## config.mk

```make
export PLATFORM = sky130hd
export DESIGN_NAME = feature_map_reader
export DESIGN_NICKNAME = d
export VERILOG_FILES = /design/src/rtl/feature_map_reader_pkg.sv /design/src/rtl/feature_map_reader_rd_data_fifo.sv /design/src/rtl/feature_map_reader.sv
export SDC_FILE = /design/constraint.sdc
export NUM_CORES = 1
export LEC_CHECK = 0
export ABC_CLOCK_PERIOD_IN_PS = 6000
export BUFFER_PORTS_ARGS = -buffer_cell sky130_fd_sc_hd__buf_2
export CORE_AREA = 2 2 125 127
export DETAILED_ROUTE_END_ITERATION = 10
export DIE_AREA = 0 0 127 129
export PLACE_DENSITY = 0.84
export REMOVE_ABC_BUFFERS = 1
export SYNTH_ARGS = -nofsm -noshare
export SYNTH_HDL_FRONTEND = slang
export SYNTH_SLANG_ARGS = --single-unit
```

## constraint.sdc

```tcl
create_clock -name clk_i -period 6 [get_ports clk_i]
set_clock_uncertainty 0.2 [all_clocks]
set_input_delay 1.2 -clock clk_i [delete_from_list [all_inputs] [get_ports clk_i]]
set_output_delay 1.2 -clock clk_i [all_outputs]
set_load 0.03 [all_outputs]
```

## src/rtl/feature_map_reader_pkg.sv

```systemverilog
`default_nettype none
// +----------------------------------------------------------------------+
// | feature_map_reader_pkg: shared sizes and FSM state type  (rev 1.0)   |
// +----------------------------------------------------------------------+
package feature_map_reader_pkg;

    localparam int K_CHANNELS  = 4;
    localparam int SRAM_ADDR_W = 10;
    localparam int INT_WIDTH   = 8;

    typedef enum logic [1:0] {
        ST_IDLE  = 2'd0,
        ST_ISSUE = 2'd1,
        ST_DRAIN = 2'd2,
        ST_DONE  = 2'd3
    } fsm_rd_state_e;

endpackage
`default_nettype wire

```

## src/rtl/feature_map_reader_rd_data_fifo.sv

```systemverilog
`default_nettype none
// +----------------------------------------------------------------------+
// | rd_data_fifo: synchronous FIFO, wrap-bit pointers, no output reg     |
// | rev 1.0                                                              |
// +----------------------------------------------------------------------+
module rd_data_fifo #(
    parameter int WIDTH = 32,
    parameter int DEPTH = 4
) (
    input  logic                     clk_i,
    input  logic                     rst_async_n_i,
    input  logic                     wr_en_i,
    input  logic [WIDTH-1:0]         wr_data_i,
    input  logic                     rd_en_i,
    output logic [WIDTH-1:0]         rd_data_o,
    output logic                     empty_o,
    output logic                     full_o,
    output logic [$clog2(DEPTH):0]   count_o
);
    localparam int AW = $clog2(DEPTH);

    logic [WIDTH-1:0] mem [DEPTH];
    logic [AW:0]      wr_ptr_q;
    logic [AW:0]      rd_ptr_q;

    assign empty_o   = (wr_ptr_q == rd_ptr_q);
    assign full_o    = (wr_ptr_q[AW] != rd_ptr_q[AW]) &&
                       (wr_ptr_q[AW-1:0] == rd_ptr_q[AW-1:0]);
    assign count_o   = wr_ptr_q - rd_ptr_q;
    assign rd_data_o = mem[rd_ptr_q[AW-1:0]];

    // Storage carries no reset; emptiness is decided by the pointers alone.
    always_ff @(posedge clk_i) begin
        if (wr_en_i) begin
            mem[wr_ptr_q[AW-1:0]] <= wr_data_i;
        end
    end

    always_ff @(posedge clk_i or negedge rst_async_n_i) begin
        if (!rst_async_n_i) begin
            wr_ptr_q <= '0;
            rd_ptr_q <= '0;
        end else begin
            if (wr_en_i) begin
                wr_ptr_q <= wr_ptr_q + 1'b1;
            end
            if (rd_en_i && !empty_o) begin
                rd_ptr_q <= rd_ptr_q + 1'b1;
            end
        end
    end

endmodule
`default_nettype wire

```

## src/rtl/feature_map_reader.sv

```systemverilog
`default_nettype none
// +----------------------------------------------------------------------+
// | feature_map_reader: credit-limited SRAM burst reader feeding a       |
// | valid/ready stream through a small return FIFO        (rev 1.0)      |
// +----------------------------------------------------------------------+
module feature_map_reader #(
    parameter int K_CHANNELS  = feature_map_reader_pkg::K_CHANNELS,
    parameter int SRAM_ADDR_W = feature_map_reader_pkg::SRAM_ADDR_W,
    parameter int INT_WIDTH   = feature_map_reader_pkg::INT_WIDTH,
    parameter int FIFO_DEPTH  = 4
) (
    input  logic                                      clk_i,
    input  logic                                      rst_async_n_i,
    input  logic                                      start_i,
    input  logic [SRAM_ADDR_W-1:0]                    base_addr_i,
    input  logic [SRAM_ADDR_W:0]                      length_i,
    output logic [K_CHANNELS-1:0]                     sram_rd_en_o,
    output logic [K_CHANNELS-1:0][SRAM_ADDR_W-1:0]    sram_rd_addr_o,
    input  logic [K_CHANNELS-1:0][INT_WIDTH-1:0]      sram_rd_data_i,
    output logic                                      valid_o,
    input  logic                                      ready_i,
    output logic [K_CHANNELS-1:0][INT_WIDTH-1:0]      data_o,
    output logic                                      last_o,
    output logic                                      busy_o,
    output logic                                      done_o
);
    import feature_map_reader_pkg::*;

    localparam int FIFO_AW = $clog2(FIFO_DEPTH);
    localparam int DATA_W  = K_CHANNELS * INT_WIDTH;
    localparam int PEND_W  = FIFO_AW + 2;
    localparam logic [SRAM_ADDR_W:0] CNT_ONE = 1;

    fsm_rd_state_e            state_q;
    logic [SRAM_ADDR_W-1:0]   base_q;
    logic [SRAM_ADDR_W-1:0]   rd_addr_q;
    logic [SRAM_ADDR_W:0]     len_q;
    logic [SRAM_ADDR_W:0]     issued_q;
    logic [SRAM_ADDR_W:0]     delivered_q;
    logic                     rd_en_q;
    logic                     rd_ret_q;
    logic                     busy_q;
    logic                     done_q;
    logic                     fifo_empty;
    logic                     fifo_full;
    logic [FIFO_AW:0]         fifo_count;
    logic [DATA_W-1:0]        fifo_head;
    logic [PEND_W-1:0]        pending;
    logic                     can_issue;
    logic                     xfer;
    logic                     final_word;

    // Words already buffered plus the two read stages still in flight.
    assign pending    = PEND_W'(fifo_count) + PEND_W'(rd_en_q) + PEND_W'(rd_ret_q);
    assign can_issue  = !fifo_full && (pending < PEND_W'(FIFO_DEPTH));
    assign valid_o    = !fifo_empty;
    assign xfer       = valid_o && ready_i;
    assign final_word = valid_o && ((delivered_q + CNT_ONE) == len_q);
    assign last_o     = final_word;
    assign data_o     = valid_o ? fifo_head : '0;
    assign busy_o     = busy_q;
    assign done_o     = done_q;

    for (genvar g = 0; g < K_CHANNELS; g++) begin : g_lane
        assign sram_rd_en_o[g]   = rd_en_q;
        assign sram_rd_addr_o[g] = rd_addr_q;
    end

    always_ff @(posedge clk_i or negedge rst_async_n_i) begin
        if (!rst_async_n_i) begin
            state_q     <= ST_IDLE;
            base_q      <= '0;
            len_q       <= '0;
            issued_q    <= '0;
            delivered_q <= '0;
            rd_en_q     <= 1'b0;
            rd_addr_q   <= '0;
            rd_ret_q    <= 1'b0;
            busy_q      <= 1'b0;
            done_q      <= 1'b0;
        end else begin
            rd_ret_q <= rd_en_q;
            rd_en_q  <= 1'b0;
            done_q   <= 1'b0;
            if (xfer) begin
                delivered_q <= delivered_q + CNT_ONE;
            end
            case (state_q)
                ST_IDLE: begin
                    if (start_i) begin
                        base_q      <= base_addr_i;
                        len_q       <= length_i;
                        issued_q    <= '0;
                        delivered_q <= '0;
                        busy_q      <= 1'b1;
                        if (length_i == '0) begin
                            state_q <= ST_DONE;
                            done_q  <= 1'b1;
                        end else begin
                            state_q <= ST_ISSUE;
                        end
                    end
                end
                ST_ISSUE: begin
                    if (can_issue) begin
                        rd_en_q   <= 1'b1;
                        rd_addr_q <= base_q + issued_q[SRAM_ADDR_W-1:0];
                        issued_q  <= issued_q + CNT_ONE;
                        if ((issued_q + CNT_ONE) == len_q) begin
                            state_q <= ST_DRAIN;
                        end
                    end
                end
                ST_DRAIN: begin
                    if (xfer && final_word) begin
                        state_q <= ST_DONE;
                        done_q  <= 1'b1;
                    end
                end
                ST_DONE: begin
                    state_q <= ST_IDLE;
                    busy_q  <= 1'b0;
                end
                default: state_q <= ST_IDLE;
            endcase
        end
    end

    rd_data_fifo #(
        .WIDTH (DATA_W),
        .DEPTH (FIFO_DEPTH)
    ) u_rd_data_fifo (
        .clk_i         (clk_i),
        .rst_async_n_i (rst_async_n_i),
        .wr_en_i       (rd_ret_q),
        .wr_data_i     (sram_rd_data_i),
        .rd_en_i       (ready_i),
        .rd_data_o     (fifo_head),
        .empty_o       (fifo_empty),
        .full_o        (fifo_full),
        .count_o       (fifo_count)
    );

endmodule
`default_nettype wire

```

* Word level (Yosys, flattened, before mapping)
Memory sizes are Yosys's and may differ from the RTL's. Cells that the tools add are included.
Cells by class: equal/unequal tests 12, $lt $le $gt $ge 1, muxes and demuxes 23, add/subtract/negate cells 8, reduce and logical (&&, ||, !) cells 16
Operator list (number):
- two-way mux 11 bit | 5
- two-way mux 32 bit | 1
- adder 11 x 1 -> 11 bit (second input constant) | 2
- equality test 11 bit | 2
- one-hot mux 11 bit (2 select lines) | 1
- zero test 11 bit | 1
- adder 10 bit | 1
- two-way mux 2 bit | 5
- two-way mux 1 bit | 8
- != test 2 bit (second input constant) | 4
- one-hot mux 2 bit (4 select lines) | 1
- adder 3 x 1 -> 3 bit (second input constant) | 2
- AND reduction 2 bit | 3
- logical AND 1 bit | 5
- adder 3 x 1 -> 4 bit | 1
- adder 4 x 1 -> 4 bit | 1
- equality test 2 bit (second input constant) | 2
- < comparator 4 x 3 -> 1 bit (second input constant) | 1
- one-hot mux 1 bit (2 select lines) | 2
- AND reduction 4 bit | 1
- nonzero test 2 bit | 2
- equality test 3 bit | 1
- AND reduction 3 bit | 1
- subtractor 3 bit | 1
- other kinds (5) | 6
Storage, ports and cells: memory bits (writable) 128, register bits after elaboration 65, input bits 57, memories kept 1, logic and storage cells 73
Memories:
- u_rd_data_fifo.mem | words 4, width 32, read ports 1, clocked after Yosys merged registers in 0, write ports 1, RTL line feature_map_reader_rd_data_fifo.sv:22 | logic [WIDTH-1:0] mem [DEPTH];

* Depth between registers and ports, before layout
Gate-level depths: netlist of the first run.
depth in word-level cells 7, mapped depth 14, gate-level depth less buffers 13

* Modules after synthesis
Synthesis of the first run repeated with hierarchy kept, for this count alone.
Second synthesis, totals: cell total of the unflattened synthesis 647, area total of the unflattened synthesis 9260.1 µm²
Modules (own cells, without submodules):
- rd_data_fifo | area an instance 5158.7 µm², instances 1, cells each 208
- feature_map_reader | area an instance 4101.4 µm², instances 1, cells each 439

* Worst setup path before layout of the first run
Ideal clock, no wire load.
path type register to output, from register u_rd_data_fifo.rd_ptr_q[1], to output last_o, stages on the path, launching flop included 10, buffers on the path 2, slack 2.156 ns, arrival 2.444 ns, required time 4.600 ns, path through dfrtp_1 > clkbuf_1 > clkbuf_1 > inv_1 > ha_1 > nand2_1 > nor2_1 > or4_1 > nor3_2 > o2111a_2
On the way: longest elaborated chain between the ends 3
RTL lines:
- start, declared | RTL line feature_map_reader_rd_data_fifo.sv:24 | logic [AW:0] rd_ptr_q;
- start signal, assigned | RTL line feature_map_reader_rd_data_fifo.sv:48 | rd_ptr_q <= rd_ptr_q + 1'b1;
- equality test 3 bit | RTL line feature_map_reader_rd_data_fifo.sv:26 | assign empty_o = (wr_ptr_q == rd_ptr_q);
- zero test 1 bit | RTL line feature_map_reader.sv:56 | assign valid_o = !fifo_empty;
- logical AND 1 bit | RTL line feature_map_reader.sv:58 | assign final_word = valid_o && ((delivered_q + CNT_ONE) == len_q);
- end, declared | RTL line feature_map_reader.sv:23 | output logic last_o,
No other way between the ends.

* Worst setup path after layout of the first run
from register u_rd_data_fifo.wr_ptr_q[0], to output last_o
On the way: longest elaborated chain between the ends 3
RTL lines:
- start, declared | RTL line feature_map_reader_rd_data_fifo.sv:23 | logic [AW:0] wr_ptr_q;
- start signal, assigned | RTL line feature_map_reader_rd_data_fifo.sv:45 | wr_ptr_q <= wr_ptr_q + 1'b1;
- equality test 3 bit | RTL line feature_map_reader_rd_data_fifo.sv:26
- zero test 1 bit | RTL line feature_map_reader.sv:56
- logical AND 1 bit | RTL line feature_map_reader.sv:58
No other way between the ends.

==> out/qor.csv, run 1 <==
metric,value,unit
dieArea,0.0164,mm2
setup_viol_count_final,0,
final_cell_mix,"136 x buf_2, 128 x edfxtp_1, 93 x nand2_1",
crit-reg2reg-launch,u_rd_data_fifo.wr_ptr_q[0],
final.setup.tns,0,ns
clk_latency,0.43,ns
final_common_cell,buf_2,
rsz0062_at_grt,false,
cts_resized,0,
drt_wl_total,17.1,mm
final_util,0.679,
dp_cells,943,
yosysSeqAreaShare,0.607,
worstPathRequired,4.60,ns
drive_above_1_share,0.269,
antenna_found_initial,0,
htreeDepth,4,
critPathMaxFanout,35,
status,"complete, no violations",
async_reset_ff_frac,0.337,
grt_pass1_wl,27.6,mm
die_w,127,um
die_height,129,um
drtIter0Drc,459,
root_buffer,clkbuf_16,
startpoint_type,register,
p_per_area,529,mW/mm2
min_period_over_period,0.699,
ys_types,50,
synth_edf_count,128,
clock_sinks,193,
hp-class,register to register,
max_cap_violations,0,
min_period,4.20,ns
ys_ff_latch,193,
arrival,2.80,ns
grt_overflow,0,
routed_via_density,5.71,
worst_pin_slew,1.21,ns
ir_worst_vdd,0.316,mV
first_pass_iters,6,
hp-start,u_rd_data_fifo.wr_ptr_q[2],
stdcell_count,975,
num_vias,5564,
cp-end-kind,output port,
synth.cell_area,0.00901,mm2
start_util,0.602,
core,0.0150,mm2
drtAntennaViolNets,0,
drc,0,
grt_max_degree,66,
ctsHoldBuffers,0,
path_class,register to output port,
place.port_buffers,136,
cts_tree,built,
num_io_pins,137,
cts.clk_slew.worst_paths,0.07,ns
grt_use_total,0.217,
hpwl,11.2,mm
wire_per_inst,17.5,um
syn_avg_cell_area,13.2,um2
synthFlopType,edfxtp_1,
hold_viol_final,0,
clk_path_buf_depth,2,
nNetsFinal,856,
finalMaxSlewViolations,0,
postCtsSetupRepairBufs,0,
cts_made_buffers,17,
slew_headroom,0.192,
ys_warn_count,0,
area_delta_synth_final,12.8,%
diodes,0,
leakage,4.20,nW
gp_congestion,0.861,
grt_pass1_vias,5599,
startpoint,u_rd_data_fifo.wr_ptr_q[0],
fill_cells,1048,
r2r_slack,2.41,ns
postSynthCellCount,680,
std_cell_rows,45,
max_freq,238,MHz
-- layout make-up --
cell class / instances / area [um2] / share of cell area
Inverter: 18 / 67.6 / 0.00665
Timing Repair Buffer: 139 / 703 / 0.0692
Clock inverter: 14 / 161 / 0.0159
Clock buffer: 18 / 429 / 0.0422
Multi-Input combinational cell: 405 / 3090 / 0.304
Tap cell: 188 / 235 / 0.0231
Sequential cell: 193 / 5470 / 0.538
-- layer usage --
layer  part of all wire  track usage  up-vias
li1                   -            -     2606
met3              0.052       0.0462       15
met5                  0            0        -
met4             0.0082       0.0588        0
met1               0.41        0.268     2764
met2               0.53        0.392      179
-- cell families after synthesis --
family / after synthesis / share of synthesized area
AO/OA/AOI/OAI: 84 / 0.0572
XOR/XNOR: 49 / 0.0476
adder cells (fa/ha/maj): 25 / 0.0364
buffers and inverters: 82 / 0.0508
flip-flops: 193 / 0.607
multiplexers: 37 / 0.0857
AND/OR/NAND/NOR: 210 / 0.115
-- path summary, 6_finish.rpt --
| check | end | cells past startpoint |
|---|---|---|
| setup / recovery | last_o | 8 |
| hold reg to reg | u_rd_data_fifo.wr_ptr_q[2] | 1 |
| setup reg to reg | issued_q[10] | 11 |
| min in group asynchronous | len_q[9] | 2 |
| hold / removal | u_rd_data_fifo.wr_ptr_q[2] | 1 |
| max in group asynchronous | u_rd_data_fifo.rd_ptr_q[0] | 2 |
-- stage by stage --
| stage | hold WS (ns) | power (W) | cell area [um2] | worst slack (ns) |
|---|---|---|---|---|
| 4_1_cts | 0.294 | 0.00541 | 10200 | 1.78 |
| 6_report | 0.290 | 0.00537 | 10200 | 1.80 |
| 3_5_place_dp | 0.280 | 0.00428 | 9570 | 2.30 |
| 3_3_place_gp | 0.270 | 0.00422 | 9570 | 2.34 |
| 5_1_grt | 0.300 | 0.00569 | 10200 | 1.65 |
| 2_1_floorplan | 0.252 | 0.00360 | 8620 | 1.13 |
-- state kept, by name, indices dropped and copies added, names as in the netlist --
| name | count |
|---|---|
| rd_en_q | 1 |
| issued_q | 11 |
| delivered_q | 11 |
| rd_ret_q | 1 |
| u_rd_data_fifo.mem | 128 |
| rd_addr_q | 10 |
| busy_o | 1 |
| state_q | 2 |
| len_q | 11 |
| u_rd_data_fifo.rd_ptr_q | 3 |
| base_q | 10 |
| u_rd_data_fifo.wr_ptr_q | 3 |
| done_o | 1 |
-- worst max-delay path, stage by stage (launching register included) --
cell,delay (ns)
dfrtp_1,0.41
inv_1,0.10
ha_1,0.31
nand2_1,0.12
nor2_4,0.17
or4_1,0.61
nor3_2,0.19
o2111a_2,0.27
buf_2,0.20
-- synthesized netlist by cell type (3+ instances only) --
cell type,number,share of area
a21o_1,7,0.0058
a21oi_1,15,0.0083
a31oi_1,4,0.0028
and2_1,7,0.0049
and3_1,6,0.0042
buf_2,6,0.0033
buf_4,34,0.028
clkbuf_1,21,0.0087
dfrtp_1,65,0.18
edfxtp_1,128,0.43
ha_1,23,0.032
inv_1,18,0.0075
mux2i_1,4,0.0044
mux4_2,32,0.080
nand2_1,93,0.039
nand2b_1,5,0.0035
nand3_1,12,0.0067
nand4_1,9,0.0062
nor2_1,19,0.0079
nor2b_1,35,0.024
nor3_1,8,0.0044
o21ai_0,36,0.020
o31ai_1,9,0.0075
or3_1,3,0.0021
xnor2_1,26,0.025
xor2_1,23,0.022
-- where the power goes --
group          switching [W]  internal, W
combinational        0.00155     0.000836
clock               0.000477     0.000653
sequential          0.000194      0.00166
total                0.00222      0.00315
No activity file was read; power rests on OpenSTA's default activity.
==> inputs of run 2 (changes only) <==
- ABC_AREA: unset -> 1
- ABC_CLOCK_PERIOD_IN_PS: 6000 -> 3380
- CORE_AREA: 2 2 125 127 -> 2 2 136 138
- DIE_AREA: 0 0 127 129 -> 0 0 138 140
- PLACE_DENSITY: 0.84 -> 0.76
- clock period: 6 -> 3.38 ns (I/O delays scaled with it)
==> out/qor.csv, run 2 <==
metric,value,unit
num_vias,6761,
hold_slack,0.0569,ns
root_buffer,clkbuf_16,
cp-end-kind,output port,
final_cell_mix,"183 x nand2_1, 152 x nor2_1, 136 x buf_2",
std_cell_rows,49,
hold_viol_final,0,
async_reset_ff_frac,0.337,
arrival,2.25,ns
postCtsSetupRepairBufs,0,
area_delta_synth_final,14.2,%
die_w,138,um
ys_warn_count,0,
nNetsFinal,1145,
drt_wl_total,19.2,mm
grt_pass1_wl,31.1,mm
antenna_found_initial,0,
ys_ff_latch,193,
ctsHoldBuffers,0,
max_cap_violations,0,
crit-reg2reg-launch,u_rd_data_fifo.rd_ptr_q[1],
die_height,140,um
place.port_buffers,136,
drtIter0Drc,488,
stdcell_count,1305,
cts.clk_slew.worst_paths,0.08,ns
p_per_area,968,mW/mm2
path_class,register to output port,
clk_path_buf_depth,2,
drc,0,
grt_overflow,0,
gp_congestion,0.844,
synth_area_leaders,"edfxtp_1 42%, dfrtp_1 18%, nand2_1 7.5%, nor2_1 6.2%, o21ai_0 5.4%",
grt_pass1_vias,6353,
status,"complete, no violations",
grt_use_total,0.200,
routed_via_density,5.18,
min_period_over_period,0.923,
yosysTopAreaCell,edfxtp_1,
ys_types,35,
final_util,0.591,
slew_headroom,0.536,
hpwl,12.8,mm
start_util,0.517,
synthTopCellsByCount,"183 x nand2_1, 152 x nor2_1, 128 x edfxtp_1",
clk_latency,0.43,ns
startpoint_type,register,
synth.cell_area,0.00919,mm2
largest_reg_flops,128,
drtAntennaViolNets,0,
num_io_pins,137,
setup_viol_count_final,0,
clock_sinks,193,
critPathMaxFanout,4,
synth_edf_count,128,
first_pass_iters,5,
postSynthCellCount,961,
yosysSeqAreaShare,0.595,
dieArea,0.0193,mm2
r2r_slack,0.60,ns
rsz0062_at_grt,false,
cts_resized,0,
cts_tree,built,
drive_above_1_share,0.183,
fill_cells,1517,
dp_cells,1273,
grt_max_degree,66,
startpoint,u_rd_data_fifo.wr_ptr_q[0],
cts_made_buffers,17,
synth_top_area_frac,0.418,
min_period,3.12,ns
syn_avg_cell_area,9.57,um2
leakage,4.58,nW
hp-class,input port to async pin,
post-synth-top-count-cell,nand2_1,
worstPathRequired,2.50,ns
ir_worst_vdd,0.578,mV
finalMaxSlewViolations,0,
worst_pin_slew,0.695,ns
final_common_cell,nand2_1,
htreeDepth,4,
wire_per_inst,14.7,um
max_freq,320,MHz
core,0.0178,mm2
diodes,0,
synthFlopType,edfxtp_1,
[run 2: changes by cell type in the layout (fill, tap and decap cells not counted), moves of 15 or more]
| cell | before | now |
|---|---|---|
| nor2_1 | 18 | 152 |
| nand2_1 | 93 | 183 |
| o21ai_0 | 36 | 100 |
| inv_1 | 18 | 72 |
| a21oi_1 | 15 | 51 |
| nand3_1 | 12 | 48 |
| nor2b_1 | 35 | 0 |
| mux4_2 | 32 | 0 |
| xnor2_1 | 26 | 5 |
| xor2_1 | 23 | 8 |
[run 2: area by class of cell]
| type | instances | area, um2 | share of cell area |
|---|---|---|---|
| clock inverter | 14 | 149 | 0.0142 |
| sequential | 193 | 5470 | 0.521 |
| timing repair buffer | 151 | 831 | 0.0791 |
| inverter | 76 | 285 | 0.0272 |
| multi-input combinational | 624 | 3050 | 0.291 |
| tap | 229 | 287 | 0.0273 |
| clock buffer | 18 | 429 | 0.0409 |
[run 2: path summary, 6_finish.rpt]
check,depth (start not counted),endpoint
worst min register to register,2,base_q[9]
min in group clk_i,3,base_q[6]
worst max register to register,10,issued_q[3]
worst min-delay path,1,delivered_q[9]
max in group asynchronous,2,u_rd_data_fifo.rd_ptr_q[0]
worst max-delay path,11,last_o
[run 2: metrics by stage]
step | total power [W] | setup slack [ns] | TNS (ns) | instance area, um2
6_report | 0.0102 | 0.259 | 0 | 10500
5_1_grt | 0.0109 | 0.0936 | 0 | 10500
4_1_cts | 0.0103 | 0.239 | 0 | 10500
3_5_place_dp | 0.00832 | 0.661 | 0 | 9930
3_3_place_gp | 0.00820 | 0.678 | 0 | 9930
2_1_floorplan | 0.00675 | -0.938 | -35.56 | 8810
[run 2: metal layers]
metal,wire length (um),part of all wire,global-route usage,vias to the layer above
li1,-,-,-,3398
met1,8400,0.44,0.255,3183
met2,9810,0.51,0.360,161
met3,786,0.041,0.0321,19
met4,186,0.0097,0.0489,0
met5,0,0,0,-
[run 2: worst max-delay path, cell delays in order (launching register included)]
cell	delay, ns
dfrtp_1	0.41
inv_1	0.10
ha_1	0.30
nand2_1	0.09
inv_1	0.04
nand2_1	0.11
nand3_1	0.11
nor2_1	0.14
nand2_1	0.07
nor2_2	0.09
and3_1	0.16
buf_2	0.20
[run 2: cell families after synthesis]
| group | synth area share |
|---|---|
| simple gates | 0.183 |
| buf+inv | 0.0731 |
| xor+xnor | 0.0124 |
| flops | 0.595 |
| compound gates | 0.101 |
| fa+ha+maj | 0.0357 |
[run 2: power by group]
| part | internal, W | switching, W | leakage [nW] |
|---|---|---|---|
| sequential | 0.00298 | 0.000331 | 1.98 |
| clock | 0.000986 | 0.000944 | 0.272 |
| combinational | 0.00145 | 0.00349 | 2.33 |
